[src/rtl/servo_pkg.sv]
// Shared types, widths and helpers for the servo command front-end and frame timer.
package servo_pkg;

   localparam int VALUE_W          = 10;
   localparam int STEP_W           = 6;
   localparam int FRAME_CW         = 19;
   localparam int FRAME_CYCLES_DEF = 333500;
   localparam int VMIN_DEF         = 32;
   localparam int VMAX_DEF         = 1000;
   localparam int WDOG_FRAMES_DEF  = 50;

   typedef enum logic [1:0] {
      DISARMED = 2'd0,
      RAMP     = 2'd1,
      HOLD     = 2'd2
   } servo_state_t;

   typedef struct packed {
      servo_state_t          state;
      logic [FRAME_CW-1:0]   frame_cnt;
   } servo_dbg_t;

   // Zero is the disarm code and passes through unclamped.
   function automatic logic [VALUE_W-1:0] clamp_target(input logic [VALUE_W-1:0] t,
                                                       input logic [VALUE_W-1:0] lo,
                                                       input logic [VALUE_W-1:0] hi);
      if (t == '0) return '0;
      if (t < lo) return lo;
      if (t > hi) return hi;
      return t;
   endfunction

   // One frame of slew: 11-bit sum/difference so neither direction can wrap.
   function automatic logic [VALUE_W-1:0] next_value(input logic [VALUE_W-1:0] v,
                                                     input logic [VALUE_W-1:0] t,
                                                     input logic [STEP_W-1:0]  s);
      logic [VALUE_W:0] sum;
      logic [VALUE_W:0] diff;
      sum  = {1'b0, v} + {{(VALUE_W - STEP_W + 1){1'b0}}, s};
      diff = {1'b0, v} - {{(VALUE_W - STEP_W + 1){1'b0}}, s};
      if (t == '0) return '0;
      if (v == '0 || s == '0) return t;
      if (v < t) return (sum > {1'b0, t}) ? t : sum[VALUE_W-1:0];
      if (v > t) return (diff[VALUE_W] || diff[VALUE_W-1:0] < t) ? t : diff[VALUE_W-1:0];
      return v;
   endfunction

endpackage

[src/rtl/servo_frame_timer.sv]
// Free-running frame counter with a last-cycle tick; shared with the PWM generator
// so both stages agree on frame boundaries.
import servo_pkg::*;

module servo_frame_timer #(
   parameter int FRAME_CYCLES = FRAME_CYCLES_DEF
) (
   input  logic                clk,
   input  logic                rst,
   output logic [FRAME_CW-1:0] frame_cnt,
   output logic                frame_tick
);

   localparam logic [FRAME_CW-1:0] LAST = FRAME_CW'(FRAME_CYCLES - 1);

   logic [FRAME_CW-1:0] cnt_q;
   logic [FRAME_CW-1:0] cnt_d;

   always_comb begin
      cnt_d = (cnt_q == LAST) ? '0 : cnt_q + FRAME_CW'(1);
   end

   always_ff @(posedge clk) begin
      if (rst) cnt_q <= '0;
      else     cnt_q <= cnt_d;
   end

   assign frame_cnt  = cnt_q;
   assign frame_tick = (cnt_q == LAST);

endmodule

[src/rtl/servo_ramp.sv]
// Frame-aligned, slew-limited position command front-end for the servo PWM stage.
// Optional command watchdog is compiled in with SERVO_RAMP_WDOG_EN.
import servo_pkg::*;

module servo_ramp #(
   parameter int FRAME_CYCLES = FRAME_CYCLES_DEF,
   parameter int VMIN         = VMIN_DEF,
   parameter int VMAX         = VMAX_DEF,
   parameter int WDOG_FRAMES  = WDOG_FRAMES_DEF
) (
   input  logic               CLK,
   input  logic               RST,
   input  logic               CMD_VALID,
   output logic               CMD_READY,
   input  logic [VALUE_W-1:0] CMD_TARGET,
   input  logic [STEP_W-1:0]  CMD_STEP,
   output logic [VALUE_W-1:0] VALUE,
   output logic               FRAME_TICK,
   output logic               BUSY,
   output logic               WDOG_TRIP,
   output servo_dbg_t         DBG
);

   localparam logic [VALUE_W-1:0] VMIN_V = VALUE_W'(VMIN);
   localparam logic [VALUE_W-1:0] VMAX_V = VALUE_W'(VMAX);

   // Handshake: a command transfers in any cycle where CMD_VALID and CMD_READY are
   // both high; CMD_READY is high exactly when the one-deep slot is empty, and a
   // producer seeing CMD_READY low must hold CMD_VALID and its payload stable.

   logic [FRAME_CW-1:0] frame_cnt;
   logic                frame_tick;
   logic                accept;
   logic                wdog_trip;

   logic [VALUE_W-1:0] value_q,       value_d;
   logic [VALUE_W-1:0] target_q,      target_d;
   logic [STEP_W-1:0]  step_q,        step_d;
   logic               slot_full_q,   slot_full_d;
   logic [VALUE_W-1:0] slot_target_q, slot_target_d;
   logic [STEP_W-1:0]  slot_step_q,   slot_step_d;
   servo_state_t       state_q,       state_d;

   servo_frame_timer #(.FRAME_CYCLES(FRAME_CYCLES)) u_timer (
      .clk        (CLK),
      .rst        (RST),
      .frame_cnt  (frame_cnt),
      .frame_tick (frame_tick)
   );

   assign accept = CMD_VALID && !slot_full_q;

`ifdef SERVO_RAMP_WDOG_EN
   localparam int                WDOG_W  = $clog2(WDOG_FRAMES + 1);
   localparam logic [WDOG_W-1:0] WDOG_LIM = WDOG_W'(WDOG_FRAMES);
   localparam logic [WDOG_W-1:0] WDOG_PRE = WDOG_W'(WDOG_FRAMES - 1);

   logic [WDOG_W-1:0] wdog_q, wdog_d;

   // Counter saturates at the limit so a disarmed, idle servo trips only once.
   always_comb begin
      wdog_d = wdog_q;
      if (accept)                              wdog_d = '0;
      else if (frame_tick && wdog_q != WDOG_LIM) wdog_d = wdog_q + WDOG_W'(1);
   end

   always_ff @(posedge CLK) begin
      if (RST) wdog_q <= '0;
      else     wdog_q <= wdog_d;
   end

   assign wdog_trip = frame_tick && !accept && (wdog_q == WDOG_PRE);
`else
   assign wdog_trip = 1'b0;
`endif

   always_comb begin
      value_d       = value_q;
      target_d      = target_q;
      step_d        = step_q;
      slot_full_d   = slot_full_q;
      slot_target_d = slot_target_q;
      slot_step_d   = slot_step_q;

      if (frame_tick && slot_full_q) begin
         target_d    = clamp_target(slot_target_q, VMIN_V, VMAX_V);
         step_d      = slot_step_q;
         slot_full_d = 1'b0;
      end
      // Only possible with the slot empty, so it never collides with the transfer.
      if (accept) begin
         slot_full_d   = 1'b1;
         slot_target_d = CMD_TARGET;
         slot_step_d   = CMD_STEP;
      end
      if (frame_tick) value_d = next_value(value_q, target_d, step_d);

      if (wdog_trip) begin
         target_d    = '0;
         slot_full_d = 1'b0;
         value_d     = '0;
      end

      if (value_d == '0)            state_d = DISARMED;
      else if (value_d == target_d) state_d = HOLD;
      else                          state_d = RAMP;
   end

   always_ff @(posedge CLK) begin
      if (RST) begin
         value_q       <= '0;
         target_q      <= '0;
         step_q        <= '0;
         slot_full_q   <= 1'b0;
         slot_target_q <= '0;
         slot_step_q   <= '0;
         state_q       <= DISARMED;
      end else begin
         value_q       <= value_d;
         target_q      <= target_d;
         step_q        <= step_d;
         slot_full_q   <= slot_full_d;
         slot_target_q <= slot_target_d;
         slot_step_q   <= slot_step_d;
         state_q       <= state_d;
      end
   end

   assign CMD_READY     = !slot_full_q;
   assign VALUE         = value_q;
   assign FRAME_TICK    = frame_tick;
   assign BUSY          = (value_q != target_q);
   assign WDOG_TRIP     = wdog_trip;
   assign DBG.state     = state_q;
   assign DBG.frame_cnt = frame_cnt;

endmodule

[config.mk]
export PLATFORM = sky130hd
export DESIGN_NAME = servo_ramp
export DESIGN_NICKNAME = d
export VERILOG_FILES = /design/src/rtl/servo_pkg.sv /design/src/rtl/servo_frame_timer.sv /design/src/rtl/servo_ramp.sv
export SDC_FILE = /design/constraint.sdc
export NUM_CORES = 1
export LEC_CHECK = 0
export CORE_AREA = 2 2 105 107
export DETAILED_ROUTE_END_ITERATION = 7
export DIE_AREA = 0 0 107 109
export PLACE_DENSITY = 0.76
export RECOVER_POWER = 50
export SKIP_LAST_GASP = 1
export SLEW_MARGIN = 20
export SYNTH_ARGS = -nofsm -noshare
export SYNTH_HDL_FRONTEND = slang
export SYNTH_HIERARCHICAL = 1
export SYNTH_SLANG_ARGS = --single-unit
[constraint.sdc]
create_clock -name CLK -period 8.22 [get_ports CLK]
set_input_delay 1.233 -clock CLK [delete_from_list [all_inputs] [get_ports CLK]]
set_output_delay 1.233 -clock CLK [all_outputs]
set_load 0.01 [all_outputs]
==> summary.txt <==
Status
  – Status: finished with violations
  – Failing checks: capacitance limit, slew limit

Floorplanning
  – Total die area: roughly 0.012 mm^2
  – Core ar.: 0.0106 mm^2
  – Starting Density: 0.530
  – DIE WIDTH: 107 um
  – Io pins: 54
  – Die Height: around 110 um
  – Row count: 38

Logic synthesis
  – Seq/Total Area, Yosys: 0.228
  – Synth Area per Inst: 7.82 um^2
  – Yosys warning total: 6
  – Asr flop ratio synth: 0
  – Synth Instances: 718
  – Top FF cell, synth: dfxtp_1
  – Number of flops mapped to enable cells by yosys: 0
  – Synth Cell Area: 0.00562 mm^2
  – Netlist cell types: 94
  – Syn_nets: 777
  – Synthesized flop and latch total: between 60 and 70

Worst setup path
  – Crit-path slowest cell: o311ai_0
  – Launch point of the worst path: u_timer/frame_cnt[0]
  – Worst Reg-to-Reg Cells: 24
  – R2r setup slk: 0.86 ns
  – R2R Path End: state_q[0]
  – Max FO, Critical Path: 21
  – Crit-path leading delay family: simple AND/OR/NAND/NOR gates
  – Number of cells on the critical path: 24
  – Max stage delay on crit path: 0.69 ns
  – Worst Setup Start Kind: flop
  – R2R Path Start: u_timer/frame_cnt[0]
  – Worst path cell trace: ha_1, nor4bb_1, nand2_1, nor4_1, buf_4, nand2_4, mux2i_1, inv_1, fa_1, and3_4, o21a_1, o311ai_0, ha_1, o21a_1, nor2_1, o21ai_0, nand3_1, a32oi_4, mux2i_1, nor3_1, or4_1, nor4_2, nand4_1, and2_1
  – Worst endpoint required time: ~8.5 ns
  – Buf/Inv on CP: 2
  – WP data arrival: 7.61 ns
  – Type of the worst setup path: flop to flop
  – CP endpoint kind: flop

Detailed routing
  – WL/cell: 22.6 um
  – Number of vias per cell: 6.86
  – DRC viols: 0
  – WL final: around 20000 um
  – Drt first-iter violations: 748
  – Total vias in the final route: approximately 6200
  – Antenna-violating nets left: 0
  – Drt first pass iters: 6

Global routing
  – GRT Resource Usage Total: 0.358
  – First-pass GRT wire length: 31900 um
  – Largest net degree at the start of global routing: 46
  – Gr ovfl total: 0
  – Vias in the first global route: 5945
  – Initial antenna violation count: 0

Power and ir drop
  – Leakage: 2.62 nW
  – Clock power frac: 0.431
  – Seq pwr share: 0.509
  – Worst VDD drop: 135 uV
  – Power Total: 0.000641 W
  – Logic pwr share: 0.060
  – Switching Fraction: 0.247
  – Sw power: 0.000159 W
  – Power density cells: between 100 and 150 mW/mm^2
  – Cell-internal power: 0.000483 W

STA
  – # setup viols final: 0
  – Fmax: 136 MHz
  – Fin worst setup slack: approximately 0.86 ns
  – Max-slew violation count: 57
  – Final worst path period need: approximately 7.4 ns
  – Period utilisation layout: 0.896
  – Worst Clk Skew: 0.0174 ns
  – Final TNS setup: 0 ns
  – RSZ-0062 raised after global routing: false
  – Max-slew headroom: -0.421
  – Hold Vio Cnt, Final: 0
  – Worst-Margin Slew: 2.13 ns

Final layout
  – Share of layout cells above drive strength 1: 0.0787
  – # diodes: 0
  – Final instance area: 0.00640 mm^2
  – Final core occ: 0.604
  – Fill count: 979
  – Nets: 817
  – Area growth syn-to-layout: 14.0%

Hold path
  – Hold EP: slot_step_q[5]
  – Hold crit path type: flop to flop
  – Hold_sp: slot_step_q[5]
  – Cell count of the worst hold path: 2

CTS
  – Clk sink count: 64
  – TritonCTS clock tree: done
  – Insertion delay to the later sink of the worst-skew pair: approximately 0.36 ns
  – Clk slew on worst S/H paths: 0.07 ns
  – PostCTS Resize Cnt: 0
  – Clock Tree Buf Depth: 2
  – CTS Buf Count: 9
  – # hold bufs at CTS: 0
  – Root buf cell: clkbuf_8
  – Htree depth: 3
  – Setup bufs post-CTS: 0

Placement
  – I/O Buffers: 52
  – Area of placed instances: 0.00623 mm^2
  – HPWL Detailed: 15200 um
  – Dpl ws: 1.14 ns
  – Final estimated routing congestion in global placement: ~1.1

Flow run
  – Max Cap Viol: 2
[through the flow]
step	cells	hold WS (ns)
finish	902	0.487
global placement	887	0.456
detailed placement	887	0.477
floorplan	718	0.447
CTS	902	0.488
global route	902	0.516
[layer usage]
| layer | track usage | share of wire | up-vias |
|---|---|---|---|
| met5 | 0 | 0 | - |
| met2 | 0.558 | 0.43 | 419 |
| met1 | 0.456 | 0.40 | 2922 |
| met4 | 0.212 | 0.062 | 0 |
| li1 | - | - | 2764 |
| met3 | 0.0795 | 0.11 | 87 |
[power groups by stage]
stage,logic [W],registers [W],clock network [W]
4_1_cts,0.0000389,0.000326,0.000280
2_1_floorplan,0.0000239,0.000330,0
5_1_grt,0.0000421,0.000327,0.000293
3_5_place_dp,0.0000386,0.000333,0
3_3_place_gp,0.0000374,0.000333,0
6_report,0.0000382,0.000327,0.000276
[state kept, by name, summed over array words and instances, names as in the netlist]
signal / flops
u_timer/frame_cnt: 19
slot_step_q: 6
target_q: 10
slot_full_q: 1
slot_target_q: 10
state_q: 2
VALUE: 10
step_q: 6
[logic make-up (layout without fill, tap and decap cells)]
| logic type | count (synthesis) | in the layout | synth area share |
|---|---|---|---|
| simple gates | 273 | 273 | 0.253 |
| compound gates | 210 | 210 | 0.271 |
| buf+inv | 70 | 114 | 0.0548 |
| flops | 64 | 64 | 0.228 |
| fa+ha+maj | 41 | 41 | 0.0938 |
| xor+xnor | 38 | 38 | 0.0593 |
| mux | 21 | 21 | 0.0394 |
| other cells | 1 | 1 | 0.000668 |
[worst register-to-register path, cell delays in order, from the launching register on]
cell and delay [ns]:
dfxtp_1 0.40, ha_1 0.21, nor4bb_1 0.27, nand2_1 0.11, nor4_1 0.25, buf_4 0.34, nand2_4 0.21, mux2i_1 0.44
inv_1 0.16, fa_1 0.45, and3_4 0.21, o21a_1 0.21, o311ai_0 0.69, ha_1 0.26, o21a_1 0.14, nor2_1 0.05
o21ai_0 0.43, nand3_1 0.21, a32oi_4 0.67, mux2i_1 0.39, nor3_1 0.09, or4_1 0.54, nor4_2 0.20, nand4_1 0.17
and2_1 0.17
[synthesized netlist by cell type, types with 4 or more instances]
| master | instances | area [um^2] |
|---|---|---|
| nor2b_1 | 15 | 93.8 |
| a32oi_1 | 5 | 43.8 |
| a31oi_1 | 10 | 62.6 |
| buf_2 | 5 | 25.0 |
| a21o_1 | 8 | 60.1 |
| o21ai_0 | 23 | 115 |
| or3_1 | 9 | 56.3 |
| ha_1 | 38 | 475 |
| nand2b_1 | 4 | 25.0 |
| o211ai_1 | 13 | 97.6 |
| nand3_1 | 27 | 135 |
| o211a_1 | 7 | 70.1 |
| inv_1 | 32 | 120 |
| xor2_1 | 12 | 105 |
| o311ai_0 | 4 | 35.0 |
| dfxtp_1 | 64 | 1280 |
| o22ai_1 | 7 | 43.8 |
| o31ai_1 | 10 | 75.1 |
| a21oi_1 | 51 | 255 |
| nor4_1 | 18 | 113 |
| buf_6 | 4 | 45.0 |
| a211oi_1 | 8 | 60.1 |
| or4_1 | 6 | 45.0 |
| nand2_1 | 60 | 225 |
| o21a_1 | 8 | 60.1 |
| nor2_1 | 74 | 278 |
| nand4_1 | 9 | 56.3 |
| o2111ai_1 | 4 | 35.0 |
| nand3_2 | 4 | 40.0 |
| clkbuf_1 | 19 | 71.3 |
| o21ai_1 | 4 | 20.0 |
| mux2i_1 | 14 | 140 |
| xnor2_1 | 26 | 228 |
| nor3_1 | 19 | 95.1 |
| mux2_2 | 6 | 67.6 |
[how the worst max path moves through the flow]
stage | to | slack, ns
4_1_cts | state_q[0] | 1.11
6_report | state_q[0] | 0.86
3_5_place_dp | state_q[0] | 1.14
5_1_grt | state_q[0] | 0.51
3_3_place_gp | state_q[0] | 1.45
2_1_floorplan | state_q[0] | 1.69
[cell usage in the layout (no fill, tap or decap), types with 4 or more instances in the layout]
cell | synthesis | layout
a31oi_1 | 10 | 10
nor2b_1 | 15 | 15
nor3_1 | 19 | 19
o311ai_0 | 4 | 4
clkbuf_8 | 0 | 10
clkdlybuf4s50_1 | 0 | 39
or4_1 | 6 | 6
a32oi_1 | 5 | 5
o21a_1 | 8 | 8
nand3_1 | 27 | 27
nand2b_1 | 4 | 4
o211a_1 | 7 | 7
a21oi_1 | 51 | 51
o2111ai_1 | 4 | 4
xor2_1 | 12 | 12
o22ai_1 | 7 | 7
o21ai_0 | 23 | 23
dlygate4sd3_1 | 0 | 13
buf_4 | 2 | 9
a21o_1 | 8 | 8
a211oi_1 | 8 | 8
mux2_2 | 6 | 6
o31ai_1 | 10 | 10
dfxtp_1 | 64 | 64
inv_1 | 32 | 32
o211ai_1 | 13 | 13
nand4_1 | 9 | 9
mux2i_1 | 14 | 14
nand3_2 | 4 | 4
o21ai_1 | 4 | 4
ha_1 | 38 | 38
nor2_1 | 74 | 74
nor4_1 | 18 | 18
or3_1 | 9 | 9
xnor2_1 | 26 | 26
nand2_1 | 60 | 60
[final cells by class]
type                    instances  area [um^2]  area share
flip-flops and latches         64         1280       0.200
multi-input cells             584         4020       0.628
clock inverters                 4         55.1     0.00860
repair buffers                 63          596      0.0930
inverters                      36          135      0.0211
well taps                     140          175      0.0274
clock buffers                  11          141      0.0221
Power figures use the tool's default switching activity.
==> variant, RTL diff (config.mk and constraints unchanged) <==
Register the output `DBG`; this adds one clock of latency there. The other outputs are not delayed to match.
--- a/src/rtl/servo_ramp.sv
+++ b/src/rtl/servo_ramp.sv
@@ -24,4 +24,6 @@
    localparam logic [VALUE_W-1:0] VMIN_V = VALUE_W'(VMIN);
    localparam logic [VALUE_W-1:0] VMAX_V = VALUE_W'(VMAX);
+
+   servo_dbg_t DBG_d;
 
    // Handshake: a command transfers in any cycle where CMD_VALID and CMD_READY are
@@ -132,6 +134,10 @@
    assign BUSY          = (value_q != target_q);
    assign WDOG_TRIP     = wdog_trip;
-   assign DBG.state     = state_q;
-   assign DBG.frame_cnt = frame_cnt;
+   assign DBG_d.state     = state_q;
+   assign DBG_d.frame_cnt = frame_cnt;
+
+   always_ff @(posedge CLK) begin
+      DBG <= DBG_d;
+   end
 
 endmodule
Behaviour: not the same (Yosys sat finds a counterexample within 4 cycles, from zero or initial values and one cycle with RST high).
==> variant against the original RTL <==
  * The flow still finishes with violations (capacitance limit, slew limit)
  * Count of clock-buffer cells in the layout fell by 1
  * Largest cell class unchanged
  * Power rose by 24%
  * Sequential share of layout area rose by 5.0 points
  * Sequential cell count is 21 higher
  * Design area is 6.1% higher
  * Routed wire length up 3.0%
  * Setup slack got worse by 460 ps
  * Area after synthesis up 5.4%
==> variant: results (changes against the original RTL) <==
* Share of cell area taken by muxes after synthesis: 0.02536 (-0.01407)
- The compound-gate portion of the synthesized area was 0.2412 (-0.02932).
* Seq/Total Area, Yosys: 0.2875 (+0.05930)
- The count of cells along the worst hold path was 0 (-2).
* Met3 routed WL: 2035 um (-11%)
- The final worst clock skew came to 24.08 ps (+6.688 ps).
- The first-iteration detailed-routing DRC count is 684 (-8.6%).
- The area share of fa/ha/maj cells after synthesis was 0.08899 (-0.004818).
- The number of max-slew violations in the final report came to 55 (-3.5%).
* Total global routing track utilization: 0.3643 (+0.005902)
- The number of global-route vias before repair came to 5,973 (+0.47%).
- Run status: finished with violations
- Count of cells along the worst register-to-register path: 27 (+13%)
- The final estimated routing congestion in global placement was 1.063 (-0.50%).
* Biggest area contributors in the synthesized netlist: sky130_fd_sc_hd__dfxtp_1 (29%), sky130_fd_sc_hd__ha_1 (8.0%), sky130_fd_sc_hd__nand2_1 (5.7%)
- Commonest cells post-synth: sky130_fd_sc_hd__nand2_1 (90), sky130_fd_sc_hd__dfxtp_1 (85), sky130_fd_sc_hd__a21oi_1 (65)
- First-pass detailed-route iteration total: 7 (+1)
- Number of nets in the layout: 851 (+4.2%)
* Maximum number of pins on one net before global-route repair: 43 (-6.5%)
- The sum of met2 wire segment lengths after detailed routing was 9443 um (+8.0%).
- Synth Net Count: 805 (+3.6%)
* Clk Latency, worst-skew pair: 390 ps (+30 ps)
* Arrival time of the worst setup path: 8120 ps (+510 ps)
- The max-capacitance violation count was 2 (unchanged).
* Synth unique cells: 84 (-11%)
- The final reports fail on capacitance limit, slew limit.
* Number of flip-flops under the largest register name: 21 (+2)
variant: final cells by class:
| class | instances | area, um^2 |
|---|---|---|
| Sequential cell | 85 | 1702 |
| Timing Repair Buffer | 69 | 640.6 |
| Fill cell | 910 | 3807 |
| Clock inverter | 6 | 75.07 |
| Multi-Input combinational cell | 589 | 3923 |
| Inverter | 38 | 142.6 |
| Clock buffer | 10 | 137.6 |
| Tap cell | 140 | 175.2 |
variant: per-layer routing:
metal	vias up	global-route usage
met2	449	0.5805
li1	2836	-
met1	2953	0.4823
met5	-	0
met3	102	0.05140
met4	0	0.1883
variant: power breakdown:
part	internal, uW	leakage, uW	total (uW)	switching [uW]
clock	154	0.000105	328	175
sequential	419	0.000688	428	8.69
combinational	18.2	0.00208	39.1	20.8
total	591	0.00287	795	204
variant: worst max-delay path by stage:
stage	cells after the start	startpoint	end	slack [ps]
after CTS	27	u_timer/frame_cnt[0]	state_q[1]	530
after floorplan	27	u_timer/frame_cnt[0]	state_q[1]	1000
after detailed placement	27	u_timer/frame_cnt[0]	state_q[1]	540
after global routing	27	u_timer/frame_cnt[0]	state_q[1]	110
after global placement	26	u_timer/frame_cnt[0]	state_q[1]	950
final	27	u_timer/frame_cnt[0]	state_q[1]	390
variant: critical path, stage by stage (launching register included):
cell	delay, ps
sky130_fd_sc_hd__dfxtp_1	420
sky130_fd_sc_hd__ha_1	220
sky130_fd_sc_hd__nor4bb_1	350
sky130_fd_sc_hd__nand2_1	150
sky130_fd_sc_hd__nor4_2	160
sky130_fd_sc_hd__buf_4	310
sky130_fd_sc_hd__and2_0	220
sky130_fd_sc_hd__nand2_1	100
sky130_fd_sc_hd__nand2_1	110
sky130_fd_sc_hd__ha_1	180
sky130_fd_sc_hd__inv_1	60
sky130_fd_sc_hd__fa_1	430
sky130_fd_sc_hd__a32oi_1	300
sky130_fd_sc_hd__a21oi_1	150
sky130_fd_sc_hd__or4b_2	610
sky130_fd_sc_hd__nand3_1	260
sky130_fd_sc_hd__ha_1	300
sky130_fd_sc_hd__and3_1	170
sky130_fd_sc_hd__a221o_1	340
sky130_fd_sc_hd__a21o_1	210
sky130_fd_sc_hd__a21o_1	180
sky130_fd_sc_hd__nor2_1	330
sky130_fd_sc_hd__nand2_1	210
sky130_fd_sc_hd__o31ai_1	470
sky130_fd_sc_hd__nor3b_1	120
sky130_fd_sc_hd__or4_1	500
sky130_fd_sc_hd__or4_1	530
sky130_fd_sc_hd__nor4bb_1	320
variant: stage by stage:
stage               power, uW  area [um^2]  std cells    util  worst slack (ps)
finish                  795.4         6795        937  0.6409             393.0
global route            819.0         6795        937  0.6409             107.5
CTS                     796.1         6799        936  0.6413             526.4
detailed placement      476.6         6586        920  0.6212             536.8
global placement        474.5         6586        920  0.6212             953.1
floorplan               458.1         5919        746       -              1005
